`src/rtl/regfile_pkg.sv`:
```
// rtl/regfile_pkg.sv - shared types and helpers for the multi-port register file
// Contents: default geometry, clear/run state enum, read-source select enum,
//           and the read-path priority function (zero > port-1 bypass > port-0 bypass > array).
package regfile_pkg;

  localparam int unsigned XLEN_DEF  = 32;
  localparam int unsigned NREGS_DEF = 32;

  typedef enum logic {
    RF_CLEAR,
    RF_RUN
  } rf_state_t;

  typedef enum logic [1:0] {
    SEL_MEM,
    SEL_WD0,
    SEL_WD1,
    SEL_ZERO
  } rd_sel_t;

  // Port 1 is the younger retire port, so its data must win over port 0.
  function automatic rd_sel_t bypass_sel(input logic zero_hit, input logic byp_en,
                                         input logic hit1, input logic hit0);
    if (zero_hit)            return SEL_ZERO;
    else if (byp_en && hit1) return SEL_WD1;
    else if (byp_en && hit0) return SEL_WD0;
    else                     return SEL_MEM;
  endfunction

endpackage

```
`src/rtl/regfile_scoreboard.sv`:
```
// rtl/regfile_scoreboard.sv - per-register pending bits for hazard detection
// Ports: clk_i, reset_i (sync, active-high), run_i (regfile ready; gates all updates),
//        we0_i/wa0_i, we1_i/wa1_i (retire ports, clear pending),
//        alloc_en_i/alloc_rd_i (issue, sets pending), rs_i (packed read addresses),
//        pend_rs_o (raw pending bit per read address, no bypass masking).
module regfile_scoreboard
  import regfile_pkg::*;
#(
  parameter int unsigned NREGS    = NREGS_DEF,
  parameter int unsigned NRD      = 2,
  parameter bit          ZERO_REG = 1'b1,
  localparam int unsigned AW      = $clog2(NREGS)
) (
  input  logic              clk_i,
  input  logic              reset_i,
  input  logic              run_i,
  input  logic              we0_i,
  input  logic [AW-1:0]     wa0_i,
  input  logic              we1_i,
  input  logic [AW-1:0]     wa1_i,
  input  logic              alloc_en_i,
  input  logic [AW-1:0]     alloc_rd_i,
  input  logic [NRD*AW-1:0] rs_i,
  output logic [NRD-1:0]    pend_rs_o
);

  logic [NREGS-1:0] pending_q, pending_d;

  // Clears are applied before the set: a same-cycle allocation belongs to a
  // newer producer and must keep the register pending.
  always_comb begin
    pending_d = pending_q;
    if (run_i) begin
      if (we0_i) pending_d[wa0_i] = 1'b0;
      if (we1_i) pending_d[wa1_i] = 1'b0;
      if (alloc_en_i && !(ZERO_REG && (alloc_rd_i == '0))) pending_d[alloc_rd_i] = 1'b1;
    end
  end

  always_ff @(posedge clk_i) begin
    if (reset_i) pending_q <= '0;
    else         pending_q <= pending_d;
  end

  for (genvar g = 0; g < NRD; g++) begin : g_pend
    assign pend_rs_o[g] = pending_q[rs_i[g*AW +: AW]];
  end

endmodule

```
`src/rtl/regfile_mp.sv`:
```
// rtl/regfile_mp.sv - parametrised multi-port integer register file with scoreboard
// Ports: clk, reset (sync, active-high), rs/rv/busy_rs (NRD packed read ports, combinational),
//        we0/wa0/wd0 and we1/wa1/wd1 (write ports, port 1 has priority),
//        alloc_en/alloc_rd (mark register pending), ready (post-reset clear done).
module regfile_mp
  import regfile_pkg::*;
#(
  parameter int unsigned XLEN     = XLEN_DEF,
  parameter int unsigned NREGS    = NREGS_DEF,
  parameter int unsigned NRD      = 2,
  parameter bit          ZERO_REG = 1'b1,
  parameter bit          BYPASS   = 1'b1,
  localparam int unsigned AW      = $clog2(NREGS)
) (
  input  logic                clk,
  input  logic                reset,
  input  logic [NRD*AW-1:0]   rs,
  output logic [NRD*XLEN-1:0] rv,
  output logic [NRD-1:0]      busy_rs,
  input  logic                we0,
  input  logic [AW-1:0]       wa0,
  input  logic [XLEN-1:0]     wd0,
  input  logic                we1,
  input  logic [AW-1:0]       wa1,
  input  logic [XLEN-1:0]     wd1,
  input  logic                alloc_en,
  input  logic [AW-1:0]       alloc_rd,
  output logic                ready
);

  rf_state_t         state_q, state_d;
  logic [AW-1:0]     clr_ptr_q, clr_ptr_d;
  logic [XLEN-1:0]   mem_q [NREGS];
  logic              we0_run, we1_run, wr0_en, wr1_en;
  logic [NRD-1:0]    pend_rs;

  assign ready   = (state_q == RF_RUN);
  assign we0_run = we0 && ready;
  assign we1_run = we1 && ready;
  assign wr0_en  = we0_run && !(ZERO_REG && (wa0 == '0));
  assign wr1_en  = we1_run && !(ZERO_REG && (wa1 == '0));

  // Clear walks every entry once; the pointer wrap coincides with the exit.
  always_comb begin
    state_d   = state_q;
    clr_ptr_d = clr_ptr_q;
    case (state_q)
      RF_CLEAR: begin
        clr_ptr_d = clr_ptr_q + 1'b1;
        if (clr_ptr_q == {AW{1'b1}}) state_d = RF_RUN;
      end
      RF_RUN:  state_d = RF_RUN;
      default: state_d = RF_CLEAR;
    endcase
  end

  always_ff @(posedge clk) begin
    if (reset) begin
      state_q   <= RF_CLEAR;
      clr_ptr_q <= '0;
    end else begin
      state_q   <= state_d;
      clr_ptr_q <= clr_ptr_d;
    end
  end

  // Storage has no reset; contents are defined by the clear walk instead.
  // Port 1 is written last so it wins an address collision.
  always_ff @(posedge clk) begin
    if (!reset) begin
      if (state_q == RF_CLEAR) begin
        mem_q[clr_ptr_q] <= '0;
      end else begin
        if (wr0_en) mem_q[wa0] <= wd0;
        if (wr1_en) mem_q[wa1] <= wd1;
      end
    end
  end

  regfile_scoreboard #(
    .NREGS    (NREGS),
    .NRD      (NRD),
    .ZERO_REG (ZERO_REG)
  ) u_sb (
    .clk_i      (clk),
    .reset_i    (reset),
    .run_i      (ready),
    .we0_i      (we0),
    .wa0_i      (wa0),
    .we1_i      (we1),
    .wa1_i      (wa1),
    .alloc_en_i (alloc_en),
    .alloc_rd_i (alloc_rd),
    .rs_i       (rs),
    .pend_rs_o  (pend_rs)
  );

  for (genvar g = 0; g < NRD; g++) begin : g_rd
    logic [AW-1:0]   rd_addr;
    logic            hit0, hit1;
    rd_sel_t         sel;
    logic [XLEN-1:0] rd_data;

    assign rd_addr = rs[g*AW +: AW];
    assign hit0    = we0_run && (wa0 == rd_addr);
    assign hit1    = we1_run && (wa1 == rd_addr);
    assign sel     = bypass_sel(ZERO_REG && (rd_addr == '0), BYPASS, hit1, hit0);

    always_comb begin
      rd_data = mem_q[rd_addr];
      case (sel)
        SEL_ZERO: rd_data = '0;
        SEL_WD1:  rd_data = wd1;
        SEL_WD0:  rd_data = wd0;
        default:  rd_data = mem_q[rd_addr];
      endcase
    end

    assign rv[g*XLEN +: XLEN] = ready ? rd_data : '0;
    // A retiring write this cycle resolves the hazard only if its data is forwarded.
    assign busy_rs[g] = ready && pend_rs[g] && !(BYPASS && (hit0 || hit1));
  end

endmodule

```
`config.mk`:
```
export PLATFORM = sky130hd
export DESIGN_NAME = regfile_mp
export DESIGN_NICKNAME = d
export VERILOG_FILES = /design/src/rtl/regfile_pkg.sv /design/src/rtl/regfile_scoreboard.sv /design/src/rtl/regfile_mp.sv
export SDC_FILE = /design/constraint.sdc
export NUM_CORES = 2
export LEC_CHECK = 0
export ABC_AREA = 1
export CAP_MARGIN = 25
export CORE_MARGIN = 2
export CORE_UTILIZATION = 40
export CTS_CLUSTER_SIZE = 8
export DETAILED_ROUTE_END_ITERATION = 8
export SETUP_SLACK_MARGIN = 0.5
export SLEW_MARGIN = 20
export SYNTH_ARGS = -nofsm -noshare
export SYNTH_HDL_FRONTEND = slang
export SYNTH_SLANG_ARGS = --single-unit
```
`constraint.sdc`:
```
create_clock -name clk -period 9.48 [get_ports clk]
set_clock_uncertainty 0.15 [all_clocks]
set_input_delay 1.896 -clock clk [delete_from_list [all_inputs] [get_ports clk]]
set_output_delay 1.896 -clock clk [all_outputs]
set_load 0.05 [all_outputs]
```
==> flow_summary.ini <==
[status]
status = finished clean

[sta]
fin_crit_sh_pct = 90.48
min_period_ns = 8.577
setup_viol = 0
hold_viol = 0
fmax_ghz = 0.1166
whs_ns = 0.3517
rsz0062_at_grt = no
relSlewSlack_pct = 19.05
tightest_slew_ns = 1.214
drv_slew = 0
finalSetupTns_ns = 0

[synth]
synth_cells = 9558
yosys_most_used_dff = edfxtp_1
synth_seq_area_share_pct = 45.83
synth_edf_count = 1024
synth_warnings = 0
syn_nets = 9654
avgSynthCellArea_um2 = 7.194
yosysUniqueCellTypes = 41
syn_area_um2 = 68760
async_flop_share_pct = 0
ys_seq_elements = 1062

[clocking]
postCtsSetupBuffers = 0
insertion_delay_ns = 0.82
cts_buffers = 151
cts_buffer_depth = 3
cts_resized = 0
h-tree-depth = 4
clk_pin_slew_worst_paths_ns = 0.06
cts-hold-fix-buffers = 0
cts.sinks = 1062
cts_tree = yes
cts-root-buf = clkbuf_16

[power_and_ir_drop]
share_seq_of_total_power_pct = 44.5
p_sw_share_pct = 27.25
p_per_area_nw_per_um2 = 152.7
power_leakage_nw = 30.05
cell_internal_pwr_w = 0.008382
power_switching_w = 0.003140
ir_drop_v = 0.0001935
power_frac_comb_pct = 11.5
clockPowerShare_pct = 44.1

[route]
drt-total-wl_um = 324600
drt_iter0_markers = 11742
drc = 0
drtAntennaViolNets = 0
routed_via_density = 6.218
vias = 70889
firstDrtPassIters = 9
wl_per_cell_um = 28.48

[worst_setup_path]
endpoint_kind = output pin
crit_slowest_cell = clkdlybuf4s50_1
cp.arrival_ns = 6.53
worstPathMaxFanout = 31
cpMostUsedCell = nor2_1
crit_family = buffers and inverters
path_buf_inv = 5
critical_path_required_ns = 7.43
crit_path_max_incr_delay_ns = 0.88
critPathLaunchType = input port
worstSetupPathType = input port to output pin
crit_chain = clkdlybuf4s50_1 > inv_2 > nor2_1 > nor2_1 > nand3_2 > nand3_2 > inv_2 > buf_4 > nand2_1 > nor2_1 > nor2_1 > clkdlybuf4s50_1

[die]
dieWidth_um = 418.6
row_count = 152
initial_core_util_pct = 40.17
die_h_um = 418.6
die_area_um2 = 175200
io_pins = 161
coreArea_um2 = 171200

[cells_and_area]
layout_common_cells = nand2_1 (3470), nand3_1 (1676), edfxtp_1 (1024)
syn_to_final_growth_pct = 9.751
final_common_cell = nand2_1
nets = 9235
drive_above_1_share_pct = 6.133

[placed_design]
detailed_place_hpwl_um = 178400
io_buffers = 160
gp_congestion = 0.9538

[grt]
grt_pass1_wl_um = 456900
grt_util_met1_pct = 45.27
grt.busiest_layer = met2
grtUsageTotal_pct = 36.01
use_met2_pct = 52.98
grt.overflow.total = 0
grt_max_degree = 169
grt_pass1_vias = 64345
use_met3_pct = 9.710
antenna_found_initial = 11

[worst_hold_path]
hp-class = flip-flop to flip-flop

[flow_run]
drv_cap = 0
sequential cells by signal, indices dropped and copies added, names as in the netlist:
| signal | cells |
|---|---|
| mem_q | 1024 |
| clr_ptr_q | 5 |
| ready | 1 |
| u_sb.pending_q | 32 |
stage by stage:
step	total power [W]	std cells	util [%]	setup slack [ns]	area (um2)
floorplan	0.005967	9558	-	3.675	68760
global placement	0.006456	11207	41.53	1.209	71090
detailed placement	0.006465	11209	41.56	1.161	71130
CTS	0.01144	11386	43.96	1.161	75250
global route	0.01174	11400	44.09	0.9969	75470
finish	0.01152	11400	44.09	0.9028	75470
worst paths after layout:
| check | cells past startpoint | start | slack [ns] | end |
|---|---|---|---|---|
| worst min-delay path | 2 | clr_ptr_q[4] | 0.35 | clr_ptr_q[4] |
| worst min register to register | 2 | clr_ptr_q[4] | 0.35 | clr_ptr_q[4] |
| worst max register to register | 7 | ready | 4.30 | mem_q[30][22] |
| worst max-delay path | 12 | wa1[4] | 0.90 | rv[17] |
worst min-delay path, cell delays in order, from the launching register on:
cell	delay (ns)
dfxtp_1	0.33
inv_1	0.07
a211oi_1	0.06
synthesized netlist by cell type (35+ instances only):
cell type	number	area, um2
nand2_1	3515	13190
nand3_1	1692	8468
edfxtp_1	1024	30750
o21ai_0	856	4284
inv_1	459	1723
buf_2	448	2242
nor2_1	368	1381
clkbuf_1	295	1107
o21ai_1	277	1386
a21oi_1	163	815.8
buf_1	101	379.1
nand4_1	71	444.2
o211ai_1	59	442.9
dfxtp_1	38	760.7
or2_2	37	231.5
buf_4	35	262.8
per-layer routing:
metal | vias to the layer above | share of wire, %
met5 | - | 0.027
met2 | 5825 | 42
met3 | 1445 | 15
met4 | 12 | 8.5
li1 | 30979 | -
met1 | 32628 | 35
cell families (layout without fill, tap and decap cells):
logic type	after synthesis	after routing	share of synthesized area [%]
fa+ha+maj	2	2	0.03639
compound gates	1362	1362	10.16
buf+inv	1381	986	8.742
simple gates	5750	5750	35.22
flops	1062	1062	45.83
other cells	0	4	0
xor+xnor	1	1	0.01274
power by group through the flow:
stage	Sequential, W	Combinational, W	Clock, W
global route	0.00512	0.00137	0.00524
finish	0.00512	0.00132	0.00508
detailed placement	0.00521	0.00125	0
CTS	0.00512	0.00125	0.00506
global placement	0.00521	0.00124	0
floorplan	0.00521	0.000755	0
cell type report:
cell class,instances,area (um2)
clock buffers,168,3991
multi-input cells,7115,31640
well taps,2233,2794
repair buffers,326,3528
inverters,483,1863
clock inverters,9,128.9
flip-flops and latches,1062,31510
fillers,16752,95700
diodes,4,10.01
(Power assumes the default switching activity.)
